File: config.mk
export PLATFORM = sky130hd
export DESIGN_NAME = uart_transmitter
export DESIGN_NICKNAME = d
export VERILOG_FILES = /design/src/rtl/uart_transmitter.sv
export SDC_FILE = /design/constraint.sdc
export NUM_CORES = 1
export LEC_CHECK = 0
export BUFFER_PORTS_ARGS = -buffer_cell sky130_fd_sc_hd__buf_2
export CORE_MARGIN = 3
export CORE_UTILIZATION = 50
export DETAILED_ROUTE_END_ITERATION = 8
export PLACE_DENSITY = 0.69
export SLEW_MARGIN = 25
export SYNTH_ARGS = -nofsm -noshare
export SYNTH_HDL_FRONTEND = slang
export SYNTH_SLANG_ARGS = --single-unit
File: constraint.sdc
create_clock -name clk -period 4.65 [get_ports clk]
set_input_delay 0.465 -clock clk [delete_from_list [all_inputs] [get_ports clk]]
set_output_delay 0.465 -clock clk [all_outputs]
set_load 0.1 [all_outputs]
File: src/rtl/uart_transmitter.sv
// UART transmitter: 8 data bits, LSB first, one stop bit (8N1).
// Define UART_TX_PARITY_EN to insert an even-parity bit between data and stop (8E1).
module uart_transmitter #(
    parameter int CLOCK_FREQ = 50_000_000,
    parameter int BAUD_RATE  = 115_200
) (
    input  logic       clk,
    input  logic       rst,
    input  logic [7:0] data_in,
    input  logic       data_in_valid,
    output logic       data_in_ready,
    output logic       serial_out
);

    localparam int SYMBOL_EDGE_TIME = CLOCK_FREQ / BAUD_RATE;
    localparam int CNT_W = (SYMBOL_EDGE_TIME > 1) ? $clog2(SYMBOL_EDGE_TIME) : 1;
    localparam logic [CNT_W-1:0] CNT_LAST = CNT_W'(SYMBOL_EDGE_TIME - 1);

    localparam logic [2:0] ST_IDLE   = 3'd0;
    localparam logic [2:0] ST_START  = 3'd1;
    localparam logic [2:0] ST_DATA   = 3'd2;
    localparam logic [2:0] ST_STOP   = 3'd3;
`ifdef UART_TX_PARITY_EN
    localparam logic [2:0] ST_PARITY = 3'd4;
`endif

    logic [2:0]       state_q, state_d;
    logic [CNT_W-1:0] cnt_q, cnt_d;
    logic [2:0]       idx_q, idx_d;
    logic [7:0]       shift_q, shift_d;
    logic             tx_q, tx_d;
    logic             bit_end;

    assign bit_end       = (cnt_q == CNT_LAST);
    assign data_in_ready = (state_q == ST_IDLE);
    assign serial_out    = tx_q;

    always_comb begin
        state_d = state_q;
        cnt_d   = cnt_q;
        idx_d   = idx_q;
        shift_d = shift_q;
        case (state_q)
            ST_IDLE: begin
                cnt_d = '0;
                if (data_in_valid) begin
                    shift_d = data_in;
                    state_d = ST_START;
                end
            end
            ST_START: begin
                if (bit_end) begin
                    cnt_d   = '0;
                    idx_d   = 3'd0;
                    state_d = ST_DATA;
                end else begin
                    cnt_d = cnt_q + CNT_W'(1);
                end
            end
            ST_DATA: begin
                if (bit_end) begin
                    cnt_d = '0;
                    // Rotate rather than shift: after 8 bits the byte is intact again for parity.
                    shift_d = {shift_q[0], shift_q[7:1]};
                    idx_d   = idx_q + 3'd1;
                    if (idx_q == 3'd7) begin
`ifdef UART_TX_PARITY_EN
                        state_d = ST_PARITY;
`else
                        state_d = ST_STOP;
`endif
                    end
                end else begin
                    cnt_d = cnt_q + CNT_W'(1);
                end
            end
`ifdef UART_TX_PARITY_EN
            ST_PARITY: begin
                if (bit_end) begin
                    cnt_d   = '0;
                    state_d = ST_STOP;
                end else begin
                    cnt_d = cnt_q + CNT_W'(1);
                end
            end
`endif
            ST_STOP: begin
                if (bit_end) begin
                    cnt_d   = '0;
                    state_d = ST_IDLE;
                end else begin
                    cnt_d = cnt_q + CNT_W'(1);
                end
            end
            default: begin
                cnt_d   = '0;
                state_d = ST_IDLE;
            end
        endcase

        // Line level is decoded from the next state so the registered output lines up with it.
        case (state_d)
            ST_START:  tx_d = 1'b0;
            ST_DATA:   tx_d = shift_d[0];
`ifdef UART_TX_PARITY_EN
            ST_PARITY: tx_d = ^shift_d;
`endif
            default:   tx_d = 1'b1;
        endcase
    end

    always_ff @(posedge clk or posedge rst) begin
        if (rst) begin
            state_q <= ST_IDLE;
            cnt_q   <= '0;
            idx_q   <= 3'd0;
            shift_q <= 8'd0;
            tx_q    <= 1'b1;
        end else begin
            state_q <= state_d;
            cnt_q   <= cnt_d;
            idx_q   <= idx_d;
            shift_q <= shift_d;
            tx_q    <= tx_d;
        end
    end

endmodule

* Word-level counts from Yosys, hierarchy flattened
Index checks and enable logic that the tools add are counted.
** Operators by class
- Add/subtract/negate cells :: 2
- Equality and inequality tests :: 10
- Mux-type cells :: 15
- Reductions and logical operators :: 6
** Operators with widths (count)
- $mux W3 :: 7
- $mux W9 :: 2
- $mux W8 :: 2
- $pmux W8 S2 :: 1
- $pmux W3 S4 :: 1
- $add A9 B1 Y9 const B :: 1
- $eq A3 B2 Y1 const B :: 3
- $eq A9 B9 Y1 const B :: 1
- $eq A3 B1 Y1 const B :: 2
- $ne A2 B2 Y1 const B :: 3
- $pmux W3 S2 :: 1
- $reduce_and A3 Y1 :: 2
- $reduce_bool A2 Y1 :: 2
- $add A3 B1 Y3 const B :: 1
- $eq A3 B3 Y1 const B :: 1
- $logic_not A3 Y1 :: 1
- $reduce_or A3 Y1 :: 1
- $pmux W1 S2 :: 1
** Word-level totals
- Register bits :: 24
- Input bits :: 11
- Output and inout port bits :: 2
- Word-level logic and storage cells :: 39

* Logic depth before layout (Yosys ltp)
- Word-level depth :: 6
- Gate-level depth with buffers :: 7
- Depth with buffers taken out :: 6

* Least setup slack after synthesis
OpenSTA, ideal clock, no wires.
- Kind :: reg-to-output
- Start point :: reg state_q[1]
- End point :: out data_in_ready
- Arrival :: 2.714 ns
- Required time :: 4.185 ns
- Setup slack :: 1.471 ns
- Stages on the path, launching flop included :: 3
- Path buffers :: 1
- Path through :: dfrtp_1 -> clkbuf_1 -> nor3_1
** Between the ends
- Longest elaborated chain between the ends :: 1
** RTL lines
- start: declaration :: line 27 : logic [2:0] state_q, state_d;
- start signal: assignment :: line 120 : state_q <= state_d;
- $logic_not A3 Y1 :: line 35 : assign data_in_ready = (state_q == ST_IDLE);
- end: declaration :: line 11 : output logic data_in_ready,
Every way passes these cells.

* Final worst setup path
- Start point :: reg state_q[1]
- End point :: reg shift_q[7]
** Between the ends
- Longest elaborated chain between the ends :: 3
- Elaborated cells on any way between the ends :: 7
- Classes of those cells :: 3 x eq/ne; 1 x mux; 3 x reduce/logical
** RTL lines
- $eq A3 B2 Y1 / $logic_not A3 Y1 (equally long branches) :: line 43 : case (state_q)
- $ne A2 B2 Y1 (no line) / $reduce_bool A2 Y1 (equally long branches)
- $reduce_and A3 Y1 (no line)
- end signal: assignment :: line 123 : shift_q <= shift_d;
- end: declaration :: line 30 : logic [7:0] shift_q, shift_d;
Parallel ways exist; a longest one is shown, timed or not.
A chain may end at the register's enable or synchronous reset.

==> reports/metrics.cfg <==
[timing]
fin_hold_ws_ns = 0.316
worst_slew_pin_slew_ns = 0.943
finClkSkew_ns = 0.0129
period_needed_ns = 2.06
tns_ns = 0
hold_viol_final = 0
setup_viol = 0
fmax_mhz = 485
finalMaxSlewViolations = 0
rsz0062_at_grt = no
post-route-period-util_pct = 44.3
max-slew-margin-rel_pct = 37.0

[floorplan]
start_util_pct = 54.6
die_width_um = 55.9
die_h_um = 55.9
num_rows = 17
num_io_pins = 13
core-area_um2 = 2280
die_area_um2 = 3120

[placement]
hpwl_mm = 1.58
post_dp_cell_area_um2 = 1320
gp_congestion = 0.746
placed_cells = 153
io_buffers = 12

[drt]
ant_nets = 0
wire_per_inst_um = 13.6
routed_wl_mm = 2.14
via_per_inst = 5.72
drcViolationCount = 0
drt_first_pass_iters = 4
vias = 898
drt_iter0_drc = 23

[power_and_ir_drop]
p_sw_share_pct = 25.5
p_int_uw = 272
p_per_area_nw_per_um2 = 272
p_comb_share_pct = 11.4
p_total_uw = 366
power_leakage_uw = 0.000615
p_switching_uw = 93.2
vdd_drop_max_v = 0.000241
p_clk_share_pct = 24.9
p_seq_share_pct = 63.7

[cells_and_area]
final_cell_count_no_fill = 157
area_growth_syn_to_layout_pct = 7.95
finalNetCount = 145
drive_gt1_share_pct = 17.1
diodes = 0
nFillCells = 200
fin_area_um2 = 1340

[global_routing]
grt_usage_pct = 15.5
grt_overflow_total = 0
grt_max_degree = 25
first_global_vias = 916
antenna_found_initial = 0
grt_pass1_wl_mm = 3.92

[clock_tree]
cts_tree = done
cts-htree-levels = 1
clk_pin_slew_ns = 0.13
post_cts_resized = 0
clk_latency_ns = 0.31
ctsHoldBuffers = 0
cts_setup_buffers = 0
clock-sinks = 24
cts_made_buffers = 3
clockRootBuffer = clkbuf_4
clk_path_buf_depth = 2

[worst_setup_path]
crit_type = reg2reg
cp-end-kind = flip-flop
required_ns = 4.84
critPathArrivalTime_ns = 2.26
critPathLaunchType = flip-flop
worstPathMaxFanout = 15

[synth]
synthArstFlopShare_pct = 100
synth-edff-count = 0
synth_warnings = 0
yosysSeqAreaShare_pct = 48.4
synth_area_per_cell_um2 = 10.5
ys_seq_elements = 24
synth_area_leader_cell = dfrtp_1
yosysTopAreaCellShare_pct = 46.3
ys_top_cells_by_count = dfrtp_1, nor2_1, a21o_1, a22o_1
synth.most_common_cell = dfrtp_1
synth_cells = 118
synth_cell_type_count = 40
synth_area_um2 = 1240
syn_nets = 133
synthFlopType = dfrtp_1
synth.top_cells.by_area = dfrtp_1, nor2_1, a22o_1

[run]
cap_violations = 0

[run_status]
status = completed

[worst_hold_path]
hold_class = in2async

placed cells by master, fill, tap and decap left out, drive strengths merged, types with 3 or more instances in the layout:
| master | instances |
|---|---|
| dfrtp | 23 |
| nor2 | 15 |
| buf | 12 |
| a22o | 6 |
| a21o | 6 |
| nand3 | 5 |
| xnor2 | 5 |
| nand2 | 5 |
| nor3 | 5 |
| inv | 4 |
| ha | 4 |
| clkbuf | 4 |
| nor2b | 3 |
| xor2 | 3 |
| o2bb2ai | 3 |
registers in the layout (all words and copies together) (netlist names):
name / cells
shift_q: 8
serial_out: 1
cnt_q: 9
state_q: 3
idx_q: 3
per-layer routing:
layer  share of wire (%)  global-route usage (%)  routed length (um)  vias to the layer above
li1                    -                       -                   -                      450
met1                  49                    21.4                1050                      429
met2                  46                    25.5                 989                       17
met3                 3.8                    2.32                  82                        2
met4                0.89                    4.07                  19                        0
met5                   0                       0                   0                        -
final timing paths:
path                              end  slack (ns)  startpoint  depth (start not counted)
min in group clk           shift_q[7]        0.39  data_in[7]                          2
setup reg to reg           shift_q[7]        2.59  state_q[1]                          3
hold / removal             state_q[2]        0.32         rst                          2
hold reg to reg            shift_q[4]        0.49  shift_q[4]                          1
max in group asynchronous  shift_q[0]        3.79         rst                          2
setup / recovery           shift_q[7]        2.59  state_q[1]                          3
final cells by class:
class                   instances  area, um^2  area share, %
clock buffers                   4        26.3           1.96
multi-input cells              85         604           45.0
inverters                       4        15.0           1.12
well taps                      28        35.0           2.61
flip-flops and latches         24         602           44.8
repair buffers                 12        60.1           4.47
power by group through the flow:
stage	Combinational (uW)	Sequential [uW]	Clock, uW
after global routing	47.2	235	102
after floorplan	30.2	238	0
final	41.8	233	91.0
after detailed placement	42.8	237	0
after CTS	42.8	233	94.8
after global placement	42.4	236	0
logic make-up after synthesis:
group | synth area share (%)
muxes | 0.805
DFF | 48.4
adders and majority gates | 4.02
and+or+nand+nor | 21.6
buffers and inverters | 3.52
xor gates and xnor gates | 5.63
AOI/OAI and AO/OA | 15.7
other | 0.302
critical path, cell delays in order, from the launching register on:
cell and delay (ns):
dfrtp_1 0.56, nor4b_2 0.88, nor2_2 0.18, a221o_1 0.34
stage by stage:
step / setup slack [ns] / util, %
2_1_floorplan: 1.47 / -
5_1_grt: 2.44 / 59.0
3_3_place_gp: 2.68 / 57.8
4_1_cts: 2.60 / 59.0
3_5_place_dp: 2.61 / 57.8
6_report: 2.59 / 59.0
(Power assumes the default switching activity.)
